==> src/rtl/rate_sweep_ctrl_if.sv <==
// Control/status bundle between the board-side driver and the rate sweep
// sequencer. i_tick is the counter's o_valid: a valid-only strobe with no
// ready/back-pressure; the sequencer counts only its rising edges, so a held
// level is one event. All other inputs are levels sampled every clock.
interface rate_sweep_ctrl_if #(
    parameter int NB_SWEEP = 8
);
    logic                i_start;
    logic                i_stop;
    logic                i_pause;
    logic                i_mode;
    logic                i_tick;
    logic [2:0]          o_sw;
    logic                o_cnt_reset;
    logic                o_busy;
    logic                o_phase_done;
    logic                o_sweep_done;
    logic [NB_SWEEP-1:0] o_sweep_count;
    logic [1:0]          o_state;      // debug view of the sequencer state

    modport master (
        output i_start, i_stop, i_pause, i_mode, i_tick,
        input  o_sw, o_cnt_reset, o_busy, o_phase_done, o_sweep_done,
               o_sweep_count, o_state
    );

    modport slave (
        input  i_start, i_stop, i_pause, i_mode, i_tick,
        output o_sw, o_cnt_reset, o_busy, o_phase_done, o_sweep_done,
               o_sweep_count, o_state
    );
endinterface

==> src/rtl/rate_sweep_ctrl.sv <==
// Rate sweep sequencer: drives the tick counter's {rate_sel, enable} word and
// its reset, stepping rate_sel through a wrap-up or ping-pong sweep after a
// fixed number of counter ticks per rate.
module rate_sweep_ctrl #(
    parameter int TICKS_PER_PHASE = 16,
    parameter int NB_TICKS        = 8,
    parameter int NB_SWEEP        = 8
) (
    input logic             clock,
    input logic             i_reset,
    rate_sweep_ctrl_if.slave bus
);
    typedef enum logic [1:0] {
        IDLE = 2'd0,
        RUN  = 2'd1,
        HOLD = 2'd2
    } state_t;

    localparam logic [NB_TICKS-1:0] LAST_TICK = NB_TICKS'(TICKS_PER_PHASE - 1);
    localparam logic [NB_SWEEP-1:0] SWEEP_MAX = '1;

    state_t              state;
    logic [1:0]          rate_sel;
    logic                enable;
    logic                dir_down;
    logic                mode;
    logic                tick_d;
    logic                cnt_reset;
    logic                busy;
    logic                phase_done;
    logic                sweep_done;
    logic [NB_TICKS-1:0] tick_cnt;
    logic [NB_SWEEP-1:0] sweep_count;

    logic                tick_edge;
    logic [1:0]          next_sel;
    logic                next_dir_down;
    logic                returns_to_zero;

    assign tick_edge = bus.i_tick & ~tick_d;

    // Next rate in the latched sweep order; a sweep completes whenever the
    // step lands back on rate 0 (3->0 in wrap-up, 1->0 in ping-pong).
    always_comb begin
        next_sel      = rate_sel + 2'd1;
        next_dir_down = dir_down;
        if (mode) begin
            if (dir_down) begin
                next_sel = rate_sel - 2'd1;
            end
            if (next_sel == 2'd3) begin
                next_dir_down = 1'b1;
            end else if (next_sel == 2'd0) begin
                next_dir_down = 1'b0;
            end
        end
        returns_to_zero = (next_sel == 2'd0);
    end

    // Sequencer state machine with all outputs registered.
    always_ff @(posedge clock) begin
        if (i_reset) begin
            state       <= IDLE;
            rate_sel    <= 2'd0;
            enable      <= 1'b0;
            dir_down    <= 1'b0;
            mode        <= 1'b0;
            tick_d      <= 1'b0;
            cnt_reset   <= 1'b0;
            busy        <= 1'b0;
            phase_done  <= 1'b0;
            sweep_done  <= 1'b0;
            tick_cnt    <= '0;
            sweep_count <= '0;
        end else begin
            tick_d     <= bus.i_tick;
            cnt_reset  <= 1'b0;
            phase_done <= 1'b0;
            sweep_done <= 1'b0;
            if (bus.i_stop) begin
                // sweep_count is deliberately kept for readback
                state    <= IDLE;
                rate_sel <= 2'd0;
                enable   <= 1'b0;
                busy     <= 1'b0;
                tick_cnt <= '0;
            end else begin
                case (state)
                    IDLE: begin
                        if (bus.i_start) begin
                            state       <= RUN;
                            rate_sel    <= 2'd0;
                            dir_down    <= 1'b0;
                            mode        <= bus.i_mode;
                            tick_cnt    <= '0;
                            sweep_count <= '0;
                            enable      <= 1'b1;
                            busy        <= 1'b1;
                            cnt_reset   <= 1'b1;
                        end
                    end
                    RUN: begin
                        if (bus.i_pause) begin
                            // a tick edge arriving with pause entry is dropped
                            state  <= HOLD;
                            enable <= 1'b0;
                        end else if (tick_edge) begin
                            if (tick_cnt < LAST_TICK) begin
                                tick_cnt <= tick_cnt + 1'b1;
                            end else begin
                                tick_cnt   <= '0;
                                rate_sel   <= next_sel;
                                dir_down   <= next_dir_down;
                                phase_done <= 1'b1;
                                cnt_reset  <= 1'b1;
                                sweep_done <= returns_to_zero;
                                if (returns_to_zero && (sweep_count != SWEEP_MAX)) begin
                                    sweep_count <= sweep_count + 1'b1;
                                end
                            end
                        end
                    end
                    HOLD: begin
                        if (!bus.i_pause) begin
                            state  <= RUN;
                            enable <= 1'b1;
                        end
                    end
                    default: begin
                        state  <= IDLE;
                        enable <= 1'b0;
                        busy   <= 1'b0;
                    end
                endcase
            end
        end
    end

    assign bus.o_sw          = {rate_sel, enable};
    assign bus.o_cnt_reset   = cnt_reset;
    assign bus.o_busy        = busy;
    assign bus.o_phase_done  = phase_done;
    assign bus.o_sweep_done  = sweep_done;
    assign bus.o_sweep_count = sweep_count;
    assign bus.o_state       = state;
endmodule

==> src/flat_wrapper.sv <==
// flat-port wrapper written by rule: the top's interface ports become plain ports
module rate_sweep_ctrl_flat 
#(
    parameter int TICKS_PER_PHASE = 16,
    parameter int NB_TICKS        = 8,
    parameter int NB_SWEEP        = 8
)
  (clock, i_reset, bus_i_start, bus_i_stop, bus_i_pause, bus_i_mode, bus_i_tick, bus_o_sw, bus_o_cnt_reset, bus_o_busy, bus_o_phase_done, bus_o_sweep_done, bus_o_sweep_count, bus_o_state);
  rate_sweep_ctrl_if #(.NB_SWEEP(NB_SWEEP)) bus_i ();
  input logic clock;
  input logic i_reset;
  input wire logic [$bits(bus_i.i_start)-1:0] bus_i_start;
  input wire logic [$bits(bus_i.i_stop)-1:0] bus_i_stop;
  input wire logic [$bits(bus_i.i_pause)-1:0] bus_i_pause;
  input wire logic [$bits(bus_i.i_mode)-1:0] bus_i_mode;
  input wire logic [$bits(bus_i.i_tick)-1:0] bus_i_tick;
  output wire logic [$bits(bus_i.o_sw)-1:0] bus_o_sw;
  output wire logic [$bits(bus_i.o_cnt_reset)-1:0] bus_o_cnt_reset;
  output wire logic [$bits(bus_i.o_busy)-1:0] bus_o_busy;
  output wire logic [$bits(bus_i.o_phase_done)-1:0] bus_o_phase_done;
  output wire logic [$bits(bus_i.o_sweep_done)-1:0] bus_o_sweep_done;
  output wire logic [$bits(bus_i.o_sweep_count)-1:0] bus_o_sweep_count;
  output wire logic [$bits(bus_i.o_state)-1:0] bus_o_state;
  assign bus_i.i_start = bus_i_start;
  assign bus_i.i_stop = bus_i_stop;
  assign bus_i.i_pause = bus_i_pause;
  assign bus_i.i_mode = bus_i_mode;
  assign bus_i.i_tick = bus_i_tick;
  assign bus_o_sw = bus_i.o_sw;
  assign bus_o_cnt_reset = bus_i.o_cnt_reset;
  assign bus_o_busy = bus_i.o_busy;
  assign bus_o_phase_done = bus_i.o_phase_done;
  assign bus_o_sweep_done = bus_i.o_sweep_done;
  assign bus_o_sweep_count = bus_i.o_sweep_count;
  assign bus_o_state = bus_i.o_state;
  rate_sweep_ctrl #(.TICKS_PER_PHASE(TICKS_PER_PHASE), .NB_TICKS(NB_TICKS), .NB_SWEEP(NB_SWEEP)) u_core (.clock(clock), .i_reset(i_reset), .bus(bus_i));
endmodule
==> config.mk <==
export PLATFORM = sky130hd
export DESIGN_NAME = rate_sweep_ctrl_flat
export DESIGN_NICKNAME = d
export VERILOG_FILES = /design/src/rtl/rate_sweep_ctrl_if.sv /design/src/rtl/rate_sweep_ctrl.sv /design/src/flat_wrapper.sv
export SDC_FILE = /design/constraint.sdc
export NUM_CORES = 1
export LEC_CHECK = 0
export CAP_MARGIN = 20
export CORE_AREA = 2 2 51 53
export DETAILED_ROUTE_END_ITERATION = 16
export DIE_AREA = 0 0 53 55
export DONT_BUFFER_PORTS = 1
export GPL_ROUTABILITY_DRIVEN = 1
export HOLD_SLACK_MARGIN = 0.03
export PLACE_DENSITY = 0.73
export SLEW_MARGIN = 20
export SYNTH_ARGS = -nofsm -noshare
export SYNTH_HDL_FRONTEND = slang
export SYNTH_SLANG_ARGS = --single-unit
==> constraint.sdc <==
create_clock -name clock -period 3.1 [get_ports clock]
set_input_delay 0 -clock clock [delete_from_list [all_inputs] [get_ports clock]]
set_output_delay 0 -clock clock [all_outputs]
set_load 0.02 [all_outputs]
# Yosys cells after proc, flatten, opt, wreduce, memory -nomap -nowiden

Index checks and enable logic that the tools add are counted.

Register bits after elaboration: 28
Input port bits: 7
Output and inout port bits: 17
Word-level logic and storage cells: 92

$add $sub $neg: 4
Order comparisons: 1
Eq/ne operators: 13
Mux-type cells: 40
Bitwise logic cells: 6
Reduce and logical (&&, ||, !) cells: 16

Operators with widths:

| kind                  | count |
|---|---|
| $mux W8               | 8 |
| $pmux W8 S2           | 2 |
| $mux W2               | 10 |
| $add A8 B1 Y8 const B | 2 |
| $mux W1               | 14 |
| $ne A2 B2 Y1 const B  | 5 |
| $lt A8 B4 Y1 const B  | 1 |
| $ne A8 B8 Y1 const B  | 1 |
| $reduce_and A8 Y1     | 1 |
| $reduce_and A7 Y1     | 1 |
| $logic_not A2 Y1      | 3 |
| $ne A2 B1 Y1 const B  | 3 |
| $pmux W1 S2           | 3 |
| $pmux W2 S3           | 1 |
| $reduce_and A3 Y1     | 2 |
| $reduce_or A6 Y1      | 1 |
| $not A1 Y1            | 5 |
| $reduce_and A5 Y1     | 1 |
| $eq A2 B2 Y1 const B  | 2 |
| $pmux W2 S2           | 1 |
| $reduce_and A4 Y1     | 1 |
| $reduce_or A2 Y1      | 2 |
| $ne A3 B1 Y1 const B  | 1 |
| $pmux W1 S3           | 1 |
| 8 further kinds       | 8 |

# Depth between registers and ports, before layout

Gate-level depths: netlist of run 1.

Depth in word-level cells: 11
Mapped depth: 8
Gate-level depth less buffers: 7

# Worst setup path after synthesis of run 1

No wires, ideal clock.

Path kind: flip-flop to flip-flop
From: reg u_core.state[0] (netlist: u_core.bus.o_state[0])
To: reg u_core.sweep_count[2] (netlist: u_core.bus.o_sweep_count[2])
Library setup time: 0.072 ns
Arrival time: 2.235 ns
Data required time: 3.028 ns
Slack: 0.793 ns
Cell stages (with the launch flop): 9
Buffers on the path: 1
Period minus slack after synthesis: 2.307 ns
Path through: dfxtp_1 -> inv_1 -> ha_1 -> nor2b_1 -> o21bai_1 -> or3_4 -> buf_6 -> or4_1 -> a21oi_1

Cells in the longest elaborated chain, start to end: 3
Elaborated cells between the ends (all ways): 10
Classes of those cells: eq/ne: 6; mux: 1; reduce/logical: 3

Ends and longest elaborated chain:

| item                                                  | RTL line               | RTL |
|---|---|---|
| start, declared                                       | rate_sweep_ctrl.sv:22  | `state_t state;` |
| start signal, assigned                                | rate_sweep_ctrl.sv:63  | `state <= IDLE;` |
| start signal, assigned                                | rate_sweep_ctrl.sv:82  | `state <= IDLE;` |
| start signal, assigned                                | rate_sweep_ctrl.sv:91  | `state <= RUN;` |
| $eq A2 B1 Y1 or $logic_not A2 Y1 (tied branches)      | rate_sweep_ctrl.sv:88  | `case (state)` |
| $ne A2 B1 Y1 (no source line) (tied with other cells) | n/a                    |  |
| $reduce_and A7 Y1 (no source line)                    | n/a                    |  |
| end signal, assigned                                  | rate_sweep_ctrl.sv:118 | `sweep_count <= sweep_count + 1'b1;` |
| end, declared                                         | rate_sweep_ctrl.sv:33  | `logic [NB_SWEEP-1:0] sweep_count;` |

Several ways; a longest one is shown, not always the timed one.
A chain may end at the register's enable or synchronous reset.

# Worst setup path in the final report of run 1

From: reg u_core.state[1] (netlist: u_core.bus.o_state[1])
To: reg u_core.sweep_count[3] (netlist: u_core.bus.o_sweep_count[3])

The elaborated chain is that of the path after synthesis.

==> flow_metrics.env, run 1 <==
export IMPL_syn_area_sq_mm=0.00135
export IMPL_drtAntennaViolNets=0
export IMPL_crit_start="u_core.bus.o_state[1]"
export IMPL_fp_coreArea_sq_mm=0.00236
export IMPL_max_slew_margin_pct=53.5
export IMPL_status="complete, no violations"
export IMPL_slew_viol_final=0
export IMPL_leakage_uw=0.000526
export IMPL_yosys_top_cells_area="dfxtp_1 (42%), ha_1 (5.6%), nor2_1 (4.7%)"
export IMPL_async_flop_share_pct=0
export IMPL_drive_above_1_share_pct=4.94
export IMPL_r2r_start="u_core.bus.o_state[1]"
export IMPL_h_tree_depth=1
export IMPL_rr_worst_depth=7
export IMPL_timing_fmax_mhz=365
export IMPL_ys_ff_latch=28
export IMPL_yosys_area_top_type="dfxtp_1"
export IMPL_cts_setup_buffers=0
export IMPL_syn_inst=156
export IMPL_yosys_warnings=0
export IMPL_fin_skew_ps=1.03
export IMPL_cp_cell_sequence="inv_1, ha_1, nor2b_1, o21bai_1, or3_4, or4_1, a21oi_1"
export IMPL_period_share_pct=88.3
export IMPL_num_rows=18
export IMPL_timing_critical_path_required_ps=3360
export IMPL_finalHoldViolCount=0
export IMPL_antenna_found_initial=0
export IMPL_endpoint="u_core.bus.o_sweep_count[3]"
export IMPL_postCtsHoldBufs=6
export IMPL_die_w_um=53
export IMPL_yosysMostFrequentCell="dfxtp_1"
export IMPL_cts_root_buf="clkbuf_4"
export IMPL_die_h_um=55
export IMPL_worst_hold_path_type="input port to register"
export IMPL_cap_violations=0
export IMPL_remaining_drc_errors=0
export IMPL_vias_per_cell=6.18
export IMPL_rsz0062_at_grt="false"
export IMPL_wl_per_cell_um=15.5
export IMPL_worst_pin_slew_ps=696
export IMPL_grt_usage_pct=21.9
export IMPL_hpwl_mm=2.15
export IMPL_die_area_sq_mm=0.00292
export IMPL_portBuffers=0
export IMPL_cp_max_fo=14
export IMPL_cts_max_path_buffers=2
export IMPL_ys_top_cells_by_count="dfxtp_1 (28), nor2_1 (17), a21oi_1 (11)"
export IMPL_gp_congestion=0.790
export IMPL_clkLatencyLatePin_ps=320
export IMPL_crit_slowest_cell="dfxtp_1"
export IMPL_setup_viol=0
export IMPL_first_pass_iters=4
export IMPL_grt_max_degree=16
export IMPL_ys_seq_area_share_pct=41.6
export IMPL_crit_arrival_ps=2990
export IMPL_tns_ps=0
export IMPL_hold_ws_ps=28.2
export IMPL_initial_utilization_pct=57.0
export IMPL_grt_pass1_vias=1070
export IMPL_syn_area_per_cell_sq_um=8.65
export IMPL_drt_iter0_markers=26
export IMPL_antenna_cells=0
export IMPL_regToRegSetupSlack_ps=360
export IMPL_layout_min_cycle_time_ps=2740
export IMPL_cts_sinks=28
export IMPL_netlist_area_leader_share_pct=41.6
export IMPL_nets=176
export IMPL_reg2reg_to="u_core.bus.o_sweep_count[3]"
export IMPL_synth_nets=169
export IMPL_cts_tree="yes"
export IMPL_ioPinCount=24
export IMPL_numCtsBuffers=3
export IMPL_synth_edf_count=0
export IMPL_cp_start_kind="register"
export IMPL_cp_slowest_stage_delay_ps=560
export IMPL_grt_remaining_overflow=0
export IMPL_worst_setup_path_type="register to register"
export IMPL_cellPowerDensity_mw_per_mm2=429
export IMPL_routed_wl_mm=2.98
export IMPL_worst_setup_path_end_kind="register"
export IMPL_ctsResizeCount=0
export IMPL_synth_cell_types=40
export IMPL_ir_drop_mv=0.277
export IMPL_clk_pin_slew_ps=150
export IMPL_dr_total_vias=1186
export IMPL_synth_ff_type="dfxtp_1"
export IMPL_grt_pass1_wl_mm=4.66
export IMPL_areaGrowthSynthToFinish_pct=7.98
export IMPL_path_delay_family="simple AND/OR/NAND/NOR gates"
export IMPL_crit_cells=7
export IMPL_cp_num_buf_inv=1
==> worst min-delay path, cell delays in order <==
cell and delay [ps]:
nor3b_1 110, o21ai_0 150, a21oi_1 60
==> kinds of logic after synthesis <==
kind of cell | share of synthesized area, %
AND/OR/NAND/NOR | 27.5
AO/OA/AOI/OAI | 16.2
flip-flops | 41.6
buffers and inverters | 4.45
adder cells (fa/ha/maj) | 5.57
XOR/XNOR | 3.25
multiplexers | 1.48
==> report_power, final <==
| part | total [uW] | internal (uW) | switching [uW] |
|---|---|---|---|
| logic | 65.8 | 26.3 | 39.4 |
| clock network | 177 | 71.8 | 105 |
| registers | 383 | 367 | 15.7 |
==> stage by stage <==
step | total power (uW) | instance area (sq um) | instances | setup WS, ps | utilization (%)
after CTS | 628 | 1460 | 192 | 389 | 61.6
after floorplan | 439 | 1350 | 156 | 793 | -
after detailed placement | 448 | 1360 | 182 | 427 | 57.5
after global routing | 650 | 1460 | 192 | 231 | 61.6
final | 625 | 1460 | 192 | 364 | 61.6
after global placement | 446 | 1360 | 182 | 532 | 57.5
==> layout make-up <==
| cell class | count | area (sq um) |
|---|---|---|
| multi-input cells | 115 | 728 |
| flip-flops and latches | 28 | 561 |
| clock buffers | 4 | 36.3 |
| fillers | 224 | 908 |
| repair buffers | 6 | 60.1 |
| inverters | 9 | 33.8 |
| well taps | 30 | 37.5 |
==> flip-flops by register name, summed over array words and instances, names as in the netlist <==
register,flops
u_core.bus.o_busy,1
u_core.bus.o_cnt_reset,1
u_core.bus.o_phase_done,1
u_core.bus.o_state,2
u_core.bus.o_sweep_count,8
u_core.bus.o_sweep_done,1
u_core.dir_down,1
u_core.enable,1
u_core.mode,1
u_core.rate_sel,2
u_core.tick_cnt,8
u_core.tick_d,1
==> per-layer routing <==
metal | wire length, um | track usage [%] | up-vias
met4 | 10 | 6.41 | 0
li1 | - | - | 579
met2 | 1570 | 41.3 | 38
met3 | 160 | 3.49 | 2
met1 | 1240 | 25.6 | 567
met5 | 0 | 0 | -
==> layout by cell type (no fill, tap or decap), types with 5 or more instances in the layout <==
cell and n:
dfxtp_1 28, nor2_1 17, a21oi_1 11, inv_1 9, nand3_1 9, nand2_1 8
ha_1 6, dlygate4sd3_1 6, o31ai_1 5, or4_1 5
==> worst min-delay path by stage <==
stage / slack [ps] / end / cells after the start / start
floorplan: 70 / u_core.tick_d / 1 / i_reset
global placement: 70 / u_core.tick_d / 1 / i_reset
detailed placement: 80 / u_core.tick_d / 1 / i_reset
CTS: 40 / u_core.bus.o_state[1] / 3 / bus_i_pause
global route: 70 / u_core.bus.o_sweep_count[2] / 2 / i_reset
finish: 30 / u_core.bus.o_state[1] / 3 / bus_i_pause
Note: power is estimated with default switching activity, not from simulation.
==> run 2: changes to the inputs <==
--- a/config.mk
+++ b/config.mk
@@ -13,6 +13,7 @@
 export GPL_ROUTABILITY_DRIVEN = 1
 export HOLD_SLACK_MARGIN = 0.03
 export PLACE_DENSITY = 0.73
+export REMOVE_ABC_BUFFERS = 1
 export SLEW_MARGIN = 20
 export SYNTH_ARGS = -nofsm -noshare
 export SYNTH_HDL_FRONTEND = slang
==> run 2 against run 1 <==
Largest cell class unchanged. Largest power group unchanged. Critical endpoint is now u_core.bus.o_sweep_count[6]. Non-clock buffer count increased by 1. Clock-buffer cell count unchanged. Worst hold slack improved by 37 ps.
==> flow_metrics.env, run 2 (synthesized netlist as in run 1, its figures left out) <==
export IMPL_num_rows=18
export IMPL_routed_wl_mm=2.72
export IMPL_cts_sinks=28
export IMPL_cts_max_path_buffers=2
export IMPL_ir_drop_mv=0.238
export IMPL_nets=177
export IMPL_tns_ps=0
export IMPL_timing_fmax_mhz=371
export IMPL_seqCellArea_sq_um=561
export IMPL_clock_power_share_pct=28.4
export IMPL_most_common_layout_cells="dfxtp_1 (28), nor2_1 (17), a21oi_1 (11), inv_1 (9), nand3_1 (9)"
export IMPL_initial_utilization_pct=57.0
export IMPL_cts_root_buf="clkbuf_4"
export IMPL_timing_critical_path_required_ps=3360
export IMPL_hold_ws_ps=65.0
export IMPL_grt_usage_pct=18.9
export IMPL_grt_max_degree=16
export IMPL_ioPinCount=24
export IMPL_h_tree_depth=1
export IMPL_switching_power_uw=161
export IMPL_cts_setup_buffers=0
export IMPL_period_share_pct=87.0
export IMPL_drtAntennaViolNets=0
export IMPL_rsz0062_at_grt="false"
export IMPL_layout_min_cycle_time_ps=2700
export IMPL_grt_pass1_wl_mm=4.08
export IMPL_leakage_uw=0.000527
export IMPL_p_sw_share_pct=25.7
export IMPL_die_area_sq_mm=0.00292
export IMPL_dr_total_vias=1144
export IMPL_drt_iter0_markers=13
export IMPL_worst_setup_path_type="register to register"
export IMPL_hpwl_mm=1.89
export IMPL_crit_slowest_cell="dfxtp_1"
export IMPL_first_pass_iters=4
export IMPL_clkLatencyLatePin_ps=330
export IMPL_fin_skew_ps=6.28
export IMPL_drive_above_1_share_pct=4.91
export IMPL_p_int_uw=467
export IMPL_die_h_um=55
export IMPL_antenna_cells=0
export IMPL_cap_violations=0
export IMPL_final_common_cell="dfxtp_1"
export IMPL_remaining_drc_errors=0
export IMPL_antenna_found_initial=0
export IMPL_vias_per_cell=5.93
export IMPL_cp_max_fo=14
export IMPL_areaGrowthSynthToFinish_pct=8.72
export IMPL_path_delay_family="simple AND/OR/NAND/NOR gates"
export IMPL_grt_remaining_overflow=0
export IMPL_grt_pass1_vias=959
export IMPL_gp_congestion=0.756
export IMPL_fillers=227
export IMPL_max_slew_margin_pct=54.3
export IMPL_ctsResizeCount=0
export IMPL_worst_pin_slew_ps=684
export IMPL_clk_pin_slew_ps=150
export IMPL_die_w_um=53
export IMPL_status="complete, no violations"
export IMPL_worst_setup_path_end_kind="register"
export IMPL_cellPowerDensity_mw_per_mm2=429
export IMPL_cts_tree="yes"
export IMPL_worst_hold_path_type="input port to register"
export IMPL_cp_num_buf_inv=1
export IMPL_seqPwrFrac_pct=60.9
export IMPL_cp_start_kind="register"
export IMPL_crit_arrival_ps=2960
export IMPL_p_comb_share_pct=10.7
export IMPL_cp_cell_sequence="inv_1, ha_1, nor2b_1, o21bai_1, or3_4, or4_1, a21oi_1"
export IMPL_setup_viol=0
export IMPL_postCtsHoldBufs=7
export IMPL_slew_viol_final=0
export IMPL_finalHoldViolCount=0
export IMPL_numCtsBuffers=3
export IMPL_cp_slowest_stage_delay_ps=540
export IMPL_portBuffers=0
export IMPL_multi_input_area_sq_um=728
export IMPL_fp_coreArea_sq_mm=0.00236
export IMPL_wl_per_cell_um=14.1
==> run 2: changes by cell type in the layout (fill, tap and decap cells not counted) <==
cell and delta:
dlygate4sd3_1 +1
==> run 2: layout make-up <==
type / count / area share, %
clock buffer: 4 / 2.47
inverter: 9 / 2.30
tap: 30 / 2.56
multi-input combinational: 115 / 49.7
sequential: 28 / 38.2
timing repair buffer: 7 / 4.78
==> run 2: power by group through the flow <==
| stage | clock network (uW) | logic (uW) | registers (uW) |
|---|---|---|---|
| final | 178 | 67.2 | 383 |
| after global routing | 195 | 75.7 | 384 |
| after CTS | 184 | 66.5 | 383 |
| after detailed placement | 0 | 57.0 | 391 |
| after global placement | 0 | 55.4 | 391 |
| after floorplan | 0 | 46.4 | 388 |
==> run 2: worst paths after layout <==
| kind | slack [ps] | startpoint | to | cells after the start |
|---|---|---|---|---|
| worst max register to register | 400 | u_core.bus.o_state[0] | u_core.bus.o_sweep_count[6] | 7 |
| worst min register to register | 510 | u_core.tick_cnt[5] | u_core.tick_cnt[5] | 1 |
| worst min-delay path | 70 | bus_i_pause | u_core.bus.o_phase_done | 3 |
| worst max-delay path | 400 | u_core.bus.o_state[0] | u_core.bus.o_sweep_count[6] | 7 |
==> run 2: routing by layer <==
layer  track usage [%]  vias to the layer above  wire length [um]
li1                  -                      579                 -
met1              24.8                      540              1260
met2              31.9                       21              1310
met3              3.76                        4               128
met4              5.13                        0                23
met5                 0                        -                 0
==> run 2: worst register-to-register path, delay by kind of cell (launching register included) <==
family	cells	cell delay [ps]
compound gates	2	470
simple gates	3	1230
buf+inv	1	110
fa+ha+maj	1	270
flops	1	540
==> run 2: through the flow <==
| step | setup slack (ps) | cell area [sq um] | power [uW] | util, % | std cells |
|---|---|---|---|---|---|
| after floorplan | 678 | 1320 | 435 | - | 152 |
| after global placement | 517 | 1360 | 446 | 57.5 | 182 |
| after detailed placement | 433 | 1360 | 448 | 57.5 | 182 |
| after CTS | 400 | 1470 | 633 | 62.0 | 193 |
| after global routing | 224 | 1470 | 655 | 62.0 | 193 |
| final | 402 | 1470 | 628 | 62.0 | 193 |
==> run 3: changes to the inputs <==
--- a/config.mk
+++ b/config.mk
@@ -6,13 +6,12 @@
 export NUM_CORES = 1
 export LEC_CHECK = 0
 export CAP_MARGIN = 20
-export CORE_AREA = 2 2 51 53
+export CORE_AREA = 2 2 58 46
 export DETAILED_ROUTE_END_ITERATION = 16
-export DIE_AREA = 0 0 53 55
+export DIE_AREA = 0 0 60 48
 export DONT_BUFFER_PORTS = 1
-export GPL_ROUTABILITY_DRIVEN = 1
 export HOLD_SLACK_MARGIN = 0.03
-export PLACE_DENSITY = 0.73
+export PLACE_DENSITY = 0.74
 export REMOVE_ABC_BUFFERS = 1
 export SLEW_MARGIN = 20
 export SYNTH_ARGS = -nofsm -noshare
==> run 3 against run 2 <==
Final area grew 1.3%. Via count is 3.3% higher. Global-route usage up 4.1 points. Utilization rose by 3.4 points. Sequential share of layout area fell by 0.48 points. Cell count is 2.1% higher.
==> flow_metrics.env, run 3 (synthesized netlist as in run 1, its figures left out) <==
export IMPL_status="complete, no violations"
export IMPL_vias_per_cell=6.00
export IMPL_regToRegSetupSlack_ps=600
export IMPL_ioPinCount=24
export IMPL_portBuffers=0
export IMPL_ir_drop_mv=0.379
export IMPL_die_w_um=60
export IMPL_fin_skew_ps=17.6
export IMPL_cellPowerDensity_mw_per_mm2=466
export IMPL_routed_wl_mm=2.96
export IMPL_max_slew_margin_pct=55.6
export IMPL_nets=177
export IMPL_layout_min_cycle_time_ps=2500
export IMPL_leakage_uw=0.000537
export IMPL_finalHoldViolCount=0
export IMPL_reg2reg_to="u_core.bus.o_sweep_count[6]"
export IMPL_antenna_cells=0
export IMPL_areaGrowthSynthToFinish_pct=10.1
export IMPL_grt_pass1_wl_mm=4.84
export IMPL_dr_total_vias=1182
export IMPL_numCtsBuffers=3
export IMPL_crit_start="u_core.bus.o_state[0]"
export IMPL_die_area_sq_mm=0.00288
export IMPL_cts_sinks=28
export IMPL_drtAntennaViolNets=0
export IMPL_r2r_start="u_core.bus.o_state[0]"
export IMPL_fp_coreArea_sq_mm=0.00227
export IMPL_remaining_drc_errors=0
export IMPL_timing_critical_path_required_ps=3360
export IMPL_num_rows=15
export IMPL_worst_setup_path_type="register to register"
export IMPL_final_common_cell="dfxtp_1"
export IMPL_clkLatencyLatePin_ps=340
export IMPL_worst_setup_path_end_kind="register"
export IMPL_worst_pin_slew_ps=665
export IMPL_grt_usage_pct=23.0
export IMPL_drt_iter0_markers=70
export IMPL_setup_viol=0
export IMPL_grt_max_degree=17
export IMPL_cts_root_buf="clkbuf_4"
export IMPL_cp_start_kind="register"
export IMPL_wl_per_cell_um=15.0
export IMPL_hpwl_mm=2.19
export IMPL_drive_above_1_share_pct=5.52
export IMPL_die_h_um=48
export IMPL_timing_fmax_mhz=400
export IMPL_clk_pin_slew_ps=160
export IMPL_first_pass_iters=4
export IMPL_hold_ws_ps=36.5
export IMPL_antenna_found_initial=0
export IMPL_worst_hold_path_type="input port to register"
export IMPL_cp_max_fo=14
export IMPL_crit_arrival_ps=2760
export IMPL_fillers=193
export IMPL_rsz0062_at_grt="false"
export IMPL_gp_congestion=0.832
export IMPL_grt_pass1_vias=1026
export IMPL_endpoint="u_core.bus.o_sweep_count[6]"
export IMPL_period_share_pct=80.7
export IMPL_grt_remaining_overflow=0
export IMPL_tns_ps=0
export IMPL_cts_tree="yes"
export IMPL_rr_worst_depth=7
export IMPL_fin_cells=197
export IMPL_initial_utilization_pct=59.4
export IMPL_most_common_layout_cells="dfxtp_1 (28), nor2_1 (17), a21oi_1 (11), inv_1 (9), nand3_1 (9)"
export IMPL_slew_viol_final=0
export IMPL_cap_violations=0
export IMPL_dp_cells=187
export IMPL_cts_max_path_buffers=2
export IMPL_h_tree_depth=1
-- run 3: worst min path at each step --
stage,from,end,slack [ps],depth (start not counted)
floorplan,i_reset,u_core.tick_d,70,1
global placement,i_reset,u_core.tick_d,70,1
detailed placement,i_reset,u_core.mode,80,1
CTS,bus_i_pause,u_core.bus.o_phase_done,40,3
global route,bus_i_pause,u_core.bus.o_phase_done,60,3
finish,bus_i_pause,u_core.bus.o_phase_done,40,3
-- run 3: where the power goes --
group          switching [uW]  internal, uW  leakage, uW
combinational            41.7          28.4     0.000283
sequential               15.7           367     0.000227
clock                     108           131    0.0000279
total                     166           527     0.000537
-- run 3: per-layer routing --
| layer | track usage, % | up-vias | wire [um] |
|---|---|---|---|
| met5 | 0 | - | 0 |
| met4 | 2.67 | 0 | 17 |
| met3 | 7.30 | 2 | 271 |
| met2 | 33.5 | 50 | 1230 |
| met1 | 34.1 | 554 | 1440 |
| li1 | - | 576 | - |
-- run 3: final cells by class --
cell class | count | area, sq um | share of cell area [%]
tap | 34 | 42.5 | 2.86
inverter | 9 | 33.8 | 2.27
timing repair buffer | 7 | 67.6 | 4.55
sequential | 28 | 561 | 37.7
multi-input combinational | 115 | 728 | 49.0
clock inverter | 1 | 30.0 | 2.02
clock buffer | 3 | 22.5 | 1.52
-- run 3: timing repair --
item                      4_1_cts  5_1_grt
buffers inserted                0        0
hold endpoints to repair       22        0
resized for setup               0        0
hold buffers                    6        0
-- run 3: critical path: stages, from the launching register on --
cell	delay [ps]
dfxtp_1	550
inv_1	110
ha_1	280
nor2b_1	180
o21bai_1	180
or3_4	460
or4_1	530
a21oi_1	150
-- run 3: per-stage QoR --
step	utilization [%]	power (uW)	area, sq um	setup slack [ps]
global placement	60.4	449	1370	711
floorplan	-	435	1320	678
finish	65.4	693	1490	597
detailed placement	60.4	451	1370	655
CTS	65.4	691	1490	602
global route	65.4	719	1490	395
